[config.mk]
export PLATFORM = sky130hd
export DESIGN_NAME = ex_muldiv_unit
export DESIGN_NICKNAME = d
export VERILOG_FILES = /design/src/rtl/ex_muldiv_unit.sv
export SDC_FILE = /design/constraint.sdc
export NUM_CORES = 1
export LEC_CHECK = 0
export BUFFER_PORTS_ARGS = -buffer_cell sky130_fd_sc_hd__buf_2
export CAP_MARGIN = 40
export CORE_MARGIN = 4
export CORE_UTILIZATION = 40
export DETAILED_ROUTE_END_ITERATION = 6
export GPL_ROUTABILITY_DRIVEN = 0
export SYNTH_ARGS = -nofsm -noshare
export SYNTH_HDL_FRONTEND = slang
export SYNTH_SLANG_ARGS = --single-unit
[constraint.sdc]
create_clock -name clk -period 8.8 [get_ports clk]
set_input_delay 1.76 -clock clk [delete_from_list [all_inputs] [get_ports clk]]
set_output_delay 1.76 -clock clk [all_outputs]
set_load 0.01 [all_outputs]
[src/rtl/ex_muldiv_unit.sv]
// EX-stage multi-cycle multiply/divide engine. It owns HI/LO, runs shift-add
// multiply and restoring divide at one bit per cycle, and asks the pipeline
// to hold while a result is pending.
module ex_muldiv_unit #(
  parameter int unsigned WIDTH = 32
) (
  input  logic             clk,
  input  logic             reset,
  input  logic             start,
  input  logic [1:0]       op,
  input  logic [WIDTH-1:0] PA,
  input  logic [WIDTH-1:0] PB,
  input  logic             hilo_read,
  input  logic             hi_we,
  input  logic             lo_we,
  input  logic             flush,
  output logic             stall_req,
  output logic             busy,
  output logic             done,
  output logic             div_by_zero,
  output logic [WIDTH-1:0] HI,
  output logic [WIDTH-1:0] LO
);

  localparam int unsigned CntW = $clog2(WIDTH + 1);

  typedef enum logic [1:0] {StIdle, StBusy, StDone} state_e;

  state_e            state_q, state_d;
  logic [CntW-1:0]   cnt_q;
  logic              is_div_q, neg_lo_q, neg_hi_q, div_zero_q;
  // opb_q: multiplicand for multiply, divisor for divide
  logic [WIDTH-1:0]  opb_q;
  // acc_q/q_q: partial product/remainder and multiplier/quotient shift register
  logic [WIDTH-1:0]  acc_q, q_q, pa_q;
  logic [WIDTH-1:0]  acc_d, q_d;

  logic              accept, last;
  logic              pa_neg, pb_neg;
  logic [WIDTH-1:0]  abs_a, abs_b;
  logic [WIDTH:0]    mul_sum, shifted;
  logic [WIDTH+1:0]  diff;
  logic [2*WIDTH-1:0] prod, prod_res;
  logic [WIDTH-1:0]  quo, rem, hi_res, lo_res;

  assign busy        = (state_q == StBusy);
  assign done        = (state_q == StDone);
  assign div_by_zero = done & is_div_q & div_zero_q;
  assign stall_req   = busy & (start | hilo_read | hi_we | lo_we);

  // A new op is taken in IDLE or DONE unless it is being squashed.
  assign accept = (state_q != StBusy) & start & ~flush;
  assign last   = busy & ~flush & (cnt_q == CntW'(1));

  // Operand magnitudes; only the signed ops (op[0] == 0) look at the sign bits.
  always_comb begin
    pa_neg = ~op[0] & PA[WIDTH-1];
    pb_neg = ~op[0] & PB[WIDTH-1];
    abs_a  = pa_neg ? -PA : PA;
    abs_b  = pb_neg ? -PB : PB;
  end

  // One iteration of shift-add multiply or restoring divide.
  always_comb begin
    mul_sum = {1'b0, acc_q} + (q_q[0] ? {1'b0, opb_q} : {(WIDTH + 1){1'b0}});
    shifted = {acc_q, q_q[WIDTH-1]};
    diff    = {1'b0, shifted} - {2'b00, opb_q};
    if (is_div_q) begin
      // Remainder always stays below 2^WIDTH, so the truncations are lossless.
      if (!diff[WIDTH+1]) begin
        acc_d = diff[WIDTH-1:0];
        q_d   = {q_q[WIDTH-2:0], 1'b1};
      end else begin
        acc_d = shifted[WIDTH-1:0];
        q_d   = {q_q[WIDTH-2:0], 1'b0};
      end
    end else begin
      acc_d = mul_sum[WIDTH:1];
      q_d   = {mul_sum[0], q_q[WIDTH-1:1]};
    end
  end

  // Sign-corrected result from the final iteration.
  always_comb begin
    prod     = {acc_d, q_d};
    prod_res = neg_lo_q ? -prod : prod;
    quo      = neg_lo_q ? -q_d : q_d;
    rem      = neg_hi_q ? -acc_d : acc_d;
    hi_res   = prod_res[2*WIDTH-1:WIDTH];
    lo_res   = prod_res[WIDTH-1:0];
    if (is_div_q) begin
      if (div_zero_q) begin
        hi_res = pa_q;
        lo_res = {WIDTH{1'b1}};
      end else begin
        hi_res = rem;
        lo_res = quo;
      end
    end
  end

  // FSM next state.
  always_comb begin
    state_d = state_q;
    unique case (state_q)
      StIdle, StDone: state_d = accept ? StBusy : StIdle;
      StBusy: begin
        if (flush)     state_d = StIdle;
        else if (last) state_d = StDone;
      end
      default: state_d = StIdle;
    endcase
  end

  // FSM state register.
  always_ff @(posedge clk or posedge reset) begin
    if (reset) state_q <= StIdle;
    else       state_q <= state_d;
  end

  // Operand latching and per-cycle iteration state.
  always_ff @(posedge clk or posedge reset) begin
    if (reset) begin
      cnt_q      <= '0;
      is_div_q   <= 1'b0;
      neg_lo_q   <= 1'b0;
      neg_hi_q   <= 1'b0;
      div_zero_q <= 1'b0;
      opb_q      <= '0;
      acc_q      <= '0;
      q_q        <= '0;
      pa_q       <= '0;
    end else if (accept) begin
      cnt_q      <= CntW'(WIDTH);
      is_div_q   <= op[1];
      neg_lo_q   <= pa_neg ^ pb_neg;
      neg_hi_q   <= pa_neg;
      div_zero_q <= (PB == '0);
      opb_q      <= op[1] ? abs_b : abs_a;
      acc_q      <= '0;
      q_q        <= op[1] ? abs_a : abs_b;
      pa_q       <= PA;
    end else if (busy && !flush) begin
      cnt_q <= cnt_q - CntW'(1);
      acc_q <= acc_d;
      q_q   <= q_d;
    end
  end

  // HI/LO: result write on the last iteration, MTHI/MTLO when idle.
  always_ff @(posedge clk or posedge reset) begin
    if (reset) begin
      HI <= '0;
      LO <= '0;
    end else if (last) begin
      HI <= hi_res;
      LO <= lo_res;
    end else if (!busy && !accept) begin
      if (hi_we) HI <= PA;
      if (lo_we) LO <= PA;
    end
  end

endmodule
==> results.cfg <==
[synth]
synth_cells = 2396
ys_seq_area_frac = 0.281
synth_edf_count = 0
synth_xor_area_frac = 0.0910
synth.area.mux_share = 0.0372
synth_top_family_by_area = compound AO/OA/AOI/OAI gates
yosysTopAreaCellShare = 0.281
synth_ff_type = dfrtp_1
postSynthAreaPerCell_um2 = 7.59
synth_nets = 2541
yosysWarnings = 0
synthTopCellsByArea = dfrtp_1 28%, nand2_1 8.8%, o21ai_0 5.3%, xnor2_1 5.3%, ha_1 4.8%
ys_types = 99
async_reset_ff_frac = 1.00
yosysMostFrequentCell = nand2_1
yosys.area_share.simple = 0.237
synth_commonest_cells = 425 x nand2_1, 204 x dfrtp_1, 194 x o21ai_0, 172 x a21oi_1, 169 x nor2_1
synth_compound_area_frac = 0.255
syn_area_um2 = 18200
yosysTopAreaCell = dfrtp_1
synthAdderAreaFrac = 0.0504
ys_ff_latch = 204

[floorplan]
ioPinCount = 141
die_w_um = 221
rows = 77
die_h_um = 221
core_region_area_um2 = 44600
floorplan.initialDensity = 0.408
die_area_um2 = 49000

[sta]
hold_viol = 0
relSlewSlack = 0.338
grt_setup_unrepaired = false
post-route-min-period_ns = 6.41
setup_viol = 0
skew_ns = 0.0290
tns_ns = 0
setup_ws_ns = 2.39
worst_pin_slew_ns = 0.983
final_max_slew_viol_count = 0
fmax_mhz = 156
finalCritPeriodShare = 0.729
worst_hold_slack_ns = 0.471

[clocking]
numCtsBuffers = 26
cts.clk_slew.worst_paths_ns = 0.06
cts_tree = done
cts_hold_repair.buffers = 0
h-tree-depth = 1
cts.sinks = 204
clockRootBuffer = clkbuf_16
clk_latency_ns = 0.58
clock_path_buffers = 3
post-cts-setup-buffers = 0
cts.repair.resized = 0

[place]
place_area_um2 = 19400
dp_cells = 3015
port_buffers = 140
hpwlAfterDp_mm = 56.3
pre_cts_slack_ns = 2.53

[setup_path]
crit_fanout = 11
cp-end-kind = flip-flop
reg2reg_slack_ns = 2.39
rr_worst_depth = 22
r2r_end = HI[28]
criticalPathCategory = reg2reg
worstPathRequired_ns = 9.21
worstSetupStartpointType = flip-flop
cp.arrival_ns = 6.82
r2r_start = opb_q[8]
timing.critical_path.from = opb_q[8]

[finish]
layout.nets = 2596
design_area_um2 = 20300
drive_gt1_frac = 0.115
diodes = 0
finalNonFillerCells = 3062
multi_input_area_um2 = 12200
register_area_um2 = 5110
postLayoutCoreUtil = 0.455
fillers = 4462
syn_to_final_growth_pct = 11.6

[detailed_routing]
dr.pass1.iters = 6
route.final.wire_length_mm = 75.2
vias_per_cell = 6.26
drt_iter0_drc = 2321
drc = 0
drtAntennaViolNets = 0
via_count = 19167
wl_per_cell_um = 24.5

[power]
power.density_nw_per_um2 = 328
sequentialPowerShare = 0.225
p_clk_frac = 0.166
combPwrFrac = 0.609
p_int_mw = 3.26
p_total_mw = 6.65
leakage_nw = 8.81
p_sw_frac = 0.510
peakVddDrop_mv = 0.191
p_switching_mw = 3.40

[outcome]
status = finished clean

[worst_hold_path]
min_to = pa_q[27]
whs_path_depth = 2
holdCritPathClass = reg2reg
hp-start = pa_q[27]

[job]
max_cap_violations = 0

[grt]
grt_overflow = 0
grt_antenna_before_repair = 3
grt_pass1_vias = 18045
grt_max_degree = 102
grt_pass1_wl_mm = 113
grt_usage = 0.292
[placed cells by master (no fill, tap or decap), types with 70 or more instances in the layout]
master,instances
xnor2_1,110
xor2_1,79
nand2_1,423
a21oi_1,171
nand3_1,81
nor2_1,168
ha_1,70
dfrtp_1,202
o21ai_0,194
buf_2,142
[metal layers]
metal / track usage / vias to the layer above / part of all wire
met2: 0.454 / 1041 / 0.44
met4: 0.140 / 2 / 0.060
met3: 0.0565 / 221 / 0.096
met5: 0 / - / 0.00011
met1: 0.393 / 9188 / 0.41
li1: - / 8715 / -
[sequential cells by signal (all words and copies together) (netlist names), 2 cells and up]
signal,cells
HI,32
acc_q,32
state_q,2
LO,32
q_q,32
pa_q,32
cnt_q,6
opb_q,32
[kinds of logic after synthesis]
family | Yosys count
AOI/OAI and AO/OA | 711
xor gates and xnor gates | 189
adders and majority gates | 72
buffers and inverters | 225
DFF | 204
muxes | 65
and+or+nand+nor | 930
[worst max path at each step]
stage	endpoint	slack [ns]
5_1_grt	HI[28]	2.00
2_1_floorplan	HI[0]	1.47
3_5_place_dp	HI[28]	2.53
3_3_place_gp	HI[28]	2.68
6_report	HI[28]	2.39
4_1_cts	HI[28]	2.49
[area by class of cell]
type | instances | share of cell area
clock buffer | 33 | 0.0348
clock inverter | 14 | 0.00709
inverter | 73 | 0.0139
multi-input combinational | 1967 | 0.602
sequential | 204 | 0.252
tap | 592 | 0.0365
timing repair buffer | 179 | 0.0536
[critical path, cell delays in order (launching register included)]
cell and delay (ns):
dfrtp_1 0.42, inv_1 0.06, ha_1 0.44, a21o_1 0.26, a31oi_4 0.23, nor2b_1 0.10
a211o_1 0.47, a21oi_2 0.28, nand2_1 0.10, o21ai_0 0.27, ha_1 0.27, o21ai_0 0.15
nor4_1 0.38, o21a_1 0.30, nand4b_1 0.23, nand2b_1 0.28, nand2b_1 0.46, o21ai_0 0.50
nand3_1 0.18, o41a_1 0.46, xnor2_1 0.13, o21ai_0 0.18, a31oi_1 0.06
[power by group through the flow]
stage	clock network (mW)	logic [mW]	registers (mW)
floorplan	0	2.81	1.41
global placement	0	3.87	1.50
detailed placement	0	3.94	1.50
CTS	1.11	3.96	1.49
global route	1.15	4.38	1.52
finish	1.10	4.05	1.50
Note: power is estimated with default switching activity, not from simulation.
